`config.mk`:
```
export PLATFORM = sky130hd
export DESIGN_NAME = weight_loader
export DESIGN_NICKNAME = d
export VERILOG_FILES = /design/src/rtl/sdk_pkg.sv /design/src/rtl/weight_loader.sv
export SDC_FILE = /design/constraint.sdc
export NUM_CORES = 1
export LEC_CHECK = 0
export BUFFER_PORTS_ARGS = -buffer_cell sky130_fd_sc_hd__buf_2
export CORE_MARGIN = 8
export CORE_UTILIZATION = 50
export DETAILED_ROUTE_END_ITERATION = 6
export PLACE_DENSITY = 0.93
export SLEW_MARGIN = 20
export SYNTH_ARGS = -nofsm -noshare
export SYNTH_HDL_FRONTEND = slang
export SYNTH_SLANG_ARGS = --single-unit
```
`constraint.sdc`:
```
create_clock -name clk -period 4 [get_ports clk]
set_input_delay 0.8 -clock clk [delete_from_list [all_inputs] [get_ports clk]]
set_output_delay 0.8 -clock clk [all_outputs]
set_load 0.1 [all_outputs]
```
`src/rtl/sdk_pkg.sv`:
```
// Shared SDK package: weight-loader state encoding and the default weight
// geometry used by the control unit, the weight loader and the FP/BP engines.
package sdk_pkg;

  localparam int NUM_WEIGHTS_DEF = 64;
  localparam int W_WIDTH_DEF     = 16;

  typedef enum logic [2:0] {
    IDLE = 3'd0,
    REQ  = 3'd1,
    WAIT = 3'd2,
    ACK  = 3'd3,
    HOLD = 3'd4
  } weight_loader_state_t;

endpackage

```
`src/rtl/weight_loader.sv`:
```
// weight_loader: on a level request from the control unit, reads weights
// 0..NUM_WEIGHTS-1 from weight memory one outstanding read at a time, writes
// each returned word into weight storage and pulses weights_ack together with
// the final write. HOLD keeps a request that stays high from starting a second
// load. All outputs are registered.
// Optional feature: define WEIGHT_LOADER_CHECKSUM_EN to accumulate a
// mod-2^W_WIDTH checksum of the loaded words; otherwise checksum is tied to 0.
module weight_loader
  import sdk_pkg::*;
#(
  parameter int NUM_WEIGHTS = NUM_WEIGHTS_DEF,
  parameter int W_WIDTH     = W_WIDTH_DEF,
  parameter int ADDR_W      = $clog2(NUM_WEIGHTS)
) (
  input  logic               clk,
  input  logic               rst,
  input  logic               get_all_weights,
  output logic               weights_ack,
  output logic               busy,
  output logic               mem_req,
  output logic [ADDR_W-1:0]  mem_addr,
  input  logic               mem_rvalid,
  input  logic [W_WIDTH-1:0] mem_rdata,
  output logic               wr_en,
  output logic [ADDR_W-1:0]  wr_addr,
  output logic [W_WIDTH-1:0] wr_data,
  output logic [W_WIDTH-1:0] checksum
);

  localparam logic [ADDR_W-1:0] LAST_IDX = ADDR_W'(NUM_WEIGHTS - 1);

  weight_loader_state_t r_state;
  weight_loader_state_t w_state_nxt;

  logic [ADDR_W-1:0]  r_idx;
  logic [ADDR_W-1:0]  w_idx_nxt;
  logic               w_rd_done;
  logic               w_last;

  logic               r_mem_req;
  logic [ADDR_W-1:0]  r_mem_addr;
  logic               r_busy;
  logic               r_ack;
  logic               r_wr_en;
  logic [ADDR_W-1:0]  r_wr_addr;
  logic [W_WIDTH-1:0] r_wr_data;

  logic               w_mem_req_nxt;
  logic               w_busy_nxt;
  logic               w_ack_nxt;
  logic               w_wr_en_nxt;
  logic [ADDR_W-1:0]  w_wr_addr_nxt;
  logic [W_WIDTH-1:0] w_wr_data_nxt;

  // Read data is only meaningful while a read is outstanding.
  assign w_rd_done = (r_state == WAIT) && mem_rvalid;
  assign w_last    = (r_idx == LAST_IDX);

  // State register.
  always_ff @(posedge clk or posedge rst) begin
    if (rst) r_state <= IDLE;
    else     r_state <= w_state_nxt;
  end

  // Next-state logic: walk REQ/WAIT per weight, ack once, then wait for the request to drop.
  always_comb begin
    w_state_nxt = r_state;
    unique case (r_state)
      IDLE:    if (get_all_weights) w_state_nxt = REQ;
      REQ:     w_state_nxt = WAIT;
      WAIT:    if (mem_rvalid) w_state_nxt = w_last ? ACK : REQ;
      ACK:     w_state_nxt = HOLD;
      HOLD:    if (!get_all_weights) w_state_nxt = IDLE;
      default: w_state_nxt = IDLE;
    endcase
  end

  // Output logic: next values of the registered outputs, derived from the state being entered.
  always_comb begin
    w_idx_nxt = r_idx;
    if (w_state_nxt == IDLE)
      w_idx_nxt = '0;
    else if (w_rd_done && !w_last)
      w_idx_nxt = r_idx + ADDR_W'(1);

    w_mem_req_nxt = (w_state_nxt == REQ);
    w_busy_nxt    = (w_state_nxt == REQ) || (w_state_nxt == WAIT) || (w_state_nxt == ACK);
    w_ack_nxt     = (w_state_nxt == ACK);
    w_wr_en_nxt   = w_rd_done;
    w_wr_addr_nxt = w_rd_done ? r_idx     : r_wr_addr;
    w_wr_data_nxt = w_rd_done ? mem_rdata : r_wr_data;
  end

  // Output and index registers; the address register tracks idx so it is valid whenever mem_req is.
  always_ff @(posedge clk or posedge rst) begin
    if (rst) begin
      r_idx      <= '0;
      r_mem_req  <= 1'b0;
      r_mem_addr <= '0;
      r_busy     <= 1'b0;
      r_ack      <= 1'b0;
      r_wr_en    <= 1'b0;
      r_wr_addr  <= '0;
      r_wr_data  <= '0;
    end else begin
      r_idx      <= w_idx_nxt;
      r_mem_req  <= w_mem_req_nxt;
      r_mem_addr <= w_idx_nxt;
      r_busy     <= w_busy_nxt;
      r_ack      <= w_ack_nxt;
      r_wr_en    <= w_wr_en_nxt;
      r_wr_addr  <= w_wr_addr_nxt;
      r_wr_data  <= w_wr_data_nxt;
    end
  end

  assign mem_req     = r_mem_req;
  assign mem_addr    = r_mem_addr;
  assign busy        = r_busy;
  assign weights_ack = r_ack;
  assign wr_en       = r_wr_en;
  assign wr_addr     = r_wr_addr;
  assign wr_data     = r_wr_data;

`ifdef WEIGHT_LOADER_CHECKSUM_EN
  logic [W_WIDTH-1:0] r_checksum;
  logic               w_start;

  assign w_start = (r_state == IDLE) && get_all_weights;

  // Checksum accumulator: cleared at load start, adds each word as it is registered for writing,
  // so the full sum is visible in the ack cycle and held until the next load.
  always_ff @(posedge clk or posedge rst) begin
    if (rst)            r_checksum <= '0;
    else if (w_start)   r_checksum <= '0;
    else if (w_rd_done) r_checksum <= r_checksum + mem_rdata;
  end

  assign checksum = r_checksum;
`else
  assign checksum = '0;
`endif

endmodule

```
==> load_flow_metrics.sql <==
INSERT INTO impl_metrics (metric_group, metric, value, unit) VALUES
('clock_tree', 'clk_pin_slew_worst_paths', '0.11', 'ns'),
('synthesis', 'ys_warn_count', '0', ''),
('run_status', 'outcome', 'finished clean', ''),
('synthesis', 'syn_inst', '170', ''),
('synthesis', 'ys_async_sr_fraction', '1.00', ''),
('critical_path', 'path_buf_inv', '1', ''),
('detailed_routing', 'total_number_of_vias', '1306', ''),
('critical_path', 'worstPathMaxFanout', '9', ''),
('synthesis', 'yosys.cell_count.top_type', 'nand2_1', ''),
('grt', 'grt_pass1_wl', '5780', 'um'),
('detailed_routing', 'ratio_of_routed_vias_to_standard_cells', '4.87', ''),
('die', 'start_util', '0.522', ''),
('grt', 'first_global_vias', '1246', ''),
('die', 'floorplan_core_area', '3030', 'um2'),
('critical_path', 'cpMaxStageDelayCell', 'dfrtp_1', ''),
('sta', 'clock_period_minus_final_worst_setup_slack', '2.17', 'ns'),
('detailed_routing', 'ant_nets', '0', ''),
('sta', 'timing_max_transition_violations_final', '0', ''),
('grt', 'residual_overflow_from_global_routing', '0', ''),
('clock_tree', 'post-cts-setup-buffers', '0', ''),
('die', 'die_w', '72.2', 'um'),
('synthesis', 'yosysSeqAreaShare', '0.554', ''),
('clock_tree', 'number_of_resized_instances_in_the_post_cts_repair_step', '0', ''),
('critical_path', 'cp-start-kind', 'flop', ''),
('placement', 'dpl.hpwl', '2630', 'um'),
('clock_tree', 'cts_sink_cnt', '35', ''),
('detailed_routing', 'drt-wirelength-per-cell', '13.6', 'um'),
('sta', 'fmax', '0.462', 'GHz'),
('detailed_routing', 'drt_iter0_markers', '102', ''),
('critical_path', 'crit_path_max_incr_delay', '0.53', 'ns'),
('sta', 'maxSlewHeadroom', '0.580', ''),
('finish', 'nets', '244', ''),
('min_path', 'holdPathStages', '2', ''),
('clock_tree', 'cts-htree-levels', '2', ''),
('synthesis', 'number_of_enable_type_register_cells_in_the_synthesized_netlist', '0', ''),
('clock_tree', 'worst_skew_pair.late_latency', '0.34', 'ns'),
('synthesis', 'yosys-top-cells-area', 'dfrtp_1, nand2_1, buf_4, mux2i_1, nand3_1', ''),
('grt', 'largest_net_degree_at_the_start_of_global_routing', '29', ''),
('critical_path', 'end_kind', 'output port', ''),
('synthesis', 'postSynth.topFlopCell', 'dfrtp_1', ''),
('grt', 'antenna_found_initial', '0', ''),
('run', 'maxCapViolCount', '0', ''),
('synthesis', 'post-synth-top-area-fraction', '0.554', ''),
('sta', 'timing_hold_violations_final', '0', ''),
('critical_path', 'critical_path.top_delay_family', 'flip-flops', ''),
('sta', 'unrepaired_setup_endpoints_after_global_routing', 'false', ''),
('critical_path', 'critical_path_cell_count', '1', ''),
('clock_tree', 'clock_path_buffers', '2', ''),
('sta', 'setup_viol', '0', ''),
('synthesis', 'netlist_top_cells_count', 'nand2_1, dfrtp_1, buf_4', ''),
('critical_path', 'timing_worst_setup_path_type', 'flop to output port', ''),
('critical_path', 'timing.reg2reg.worst_path_depth', '5', ''),
('grt', 'grtUsageTotal', '0.142', ''),
('clock_tree', 'tritoncts_clock_tree', 'done', ''),
('synthesis', 'ys_ff_latch', '35', ''),
('die', 'dieArea', '5220', 'um2'),
('placement', 'globalplace.congestion', '0.789', ''),
('sta', 'tns', '0', 'ns'),
('detailed_routing', 'number_of_iterations_in_the_first_detailed_routing_pass', '4', ''),
('synthesis', 'yosysUniqueCellTypes', '30', ''),
('die', 'io-pin-count', '68', ''),
('clock_tree', 'clockRootBuffer', 'clkbuf_4', ''),
('detailed_routing', 'routed_wirelength', '3660', 'um'),
('placement', 'placement.io_buffers', '51', ''),
('critical_path', 'crit_arrival', '1.37', 'ns'),
('die', 'row_count', '20', ''),
('clock_tree', 'number_of_buffers_created_by_cts', '5', ''),
('critical_path', 'worst_ep_required_time', '3.20', 'ns'),
('sta', 'worst-slew-pin-transition', '0.623', 'ns'),
('synthesis', 'synth_top_cell_by_area', 'dfrtp_1', ''),
('clock_tree', 'cts_hold_repair.buffers', '0', ''),
('die', 'die_outline_height', '72.2', 'um'),
('detailed_routing', 'post-route-drc-count', '0', ''),
('sta', 'fin_skew', '0.00533', 'ns'),
('finish', 'share_of_final_layout_standard_cells_stronger_than_drive_strength_1', '0.290', ''),
('min_path', 'min_delay_path_class', 'flop to flop', ''),
('finish', 'antenna-diode-count', '0', ''),
('sta', 'final_min_period_over_clock_period', '0.541', ''),
('critical_path', 'cp_cell_sequence', 'buf_2', ''),
('finish', 'layout-area-overhead-vs-synth', '20.1', '%'),
('synthesis', 'avgSynthCellArea', '9.30', 'um2'),
('synthesis', 'syn-cell-area', '1580', 'um2');
==> kinds of logic (layout without fill, tap and decap cells) <==
logic type	Yosys count	in the layout	share of synthesized area
other	1	16	0.00237
and+or+nand+nor	92	92	0.247
adders and majority gates	1	1	0.00792
DFF	35	35	0.554
muxes	5	5	0.0348
AOI/OAI and AO/OA	11	11	0.0499
buffers and inverters	25	64	0.104
==> layer usage <==
layer	part of all wire	global-route usage	wire [um]	up-vias
li1	-	-	-	629
met1	0.42	0.160	1550	602
met2	0.43	0.219	1560	67
met3	0.13	0.0730	491	8
met4	0.016	0.0635	60	0
met5	0	0	0	-
==> worst reg2reg max path, stage by stage (launching register included) <==
cell and delay [ns]:
dfrtp_1 0.46, nand4bb_1 0.22, buf_4 0.24, inv_4 0.25, o21ai_1 0.19, mux2_4 0.32
==> path summary, 6_finish.rpt <==
| kind | startpoint | slack (ns) | endpoint |
|---|---|---|---|
| hold / removal | wr_addr[2] | 0.48 | wr_addr[2] |
| setup / recovery | mem_addr[2] | 1.83 | mem_addr[2] |
| max in group asynchronous | rst | 2.98 | wr_addr[2] |
| setup reg to reg | r_state[2] | 2.21 | mem_addr[1] |
| hold reg to reg | wr_addr[2] | 0.48 | wr_addr[2] |
| min in group asynchronous | rst | 0.49 | mem_addr[2] |
==> metrics by stage <==
stage / cells / hold WS (ns) / setup WS, ns / instance area, um2 / util
after floorplan: 185 / 0.492 / 1.84 / 1640 / -
after global placement: 260 / 0.453 / 1.91 / 1810 / 0.598
after detailed placement: 260 / 0.457 / 1.87 / 1810 / 0.598
after CTS: 268 / 0.482 / 1.85 / 1900 / 0.627
after global routing: 268 / 0.506 / 1.81 / 1900 / 0.627
final: 268 / 0.481 / 1.83 / 1900 / 0.627
==> layout make-up <==
type	count	area, um2
tap	44	55.1
clock inverter	2	35.0
inverter	3	13.8
fill	245	1130
timing repair buffer	53	270
sequential	35	876
clock buffer	6	51.3
multi-input combinational	125	597
==> cells in the final DEF, fill, tap and decap left out <==
cell type / count
o21ai_0: 1
inv_2: 1
mux2i_1: 4
nand2_1: 72
conb_1: 16
a41oi_1: 2
o21ai_1: 2
nand3_1: 6
dfrtp_1: 35
or2_2: 1
mux2_4: 1
nor4_1: 1
o22ai_1: 1
nor2_1: 1
inv_4: 1
clkbuf_8: 1
and3b_1: 1
or3_1: 1
nor3_1: 3
a211oi_1: 1
buf_2: 51
clkbuf_4: 5
bufinv_16: 1
nand4bb_1: 1
clkinv_2: 1
buf_4: 2
a311oi_1: 1
nand2b_1: 1
o211ai_1: 2
nand3b_1: 1
inv_1: 1
ha_1: 1
a2111oi_0: 1
and3_1: 3
==> registers in the layout, indices dropped and copies added, names as in the netlist <==
register,flops
busy,1
weights_ack,1
r_state,3
wr_addr,6
mem_addr,6
wr_en,1
wr_data,16
mem_req,1
Power is left out: the tool's default activity adds up to more than one toggle a clock period on the data nets, which glitch-free logic cannot reach.
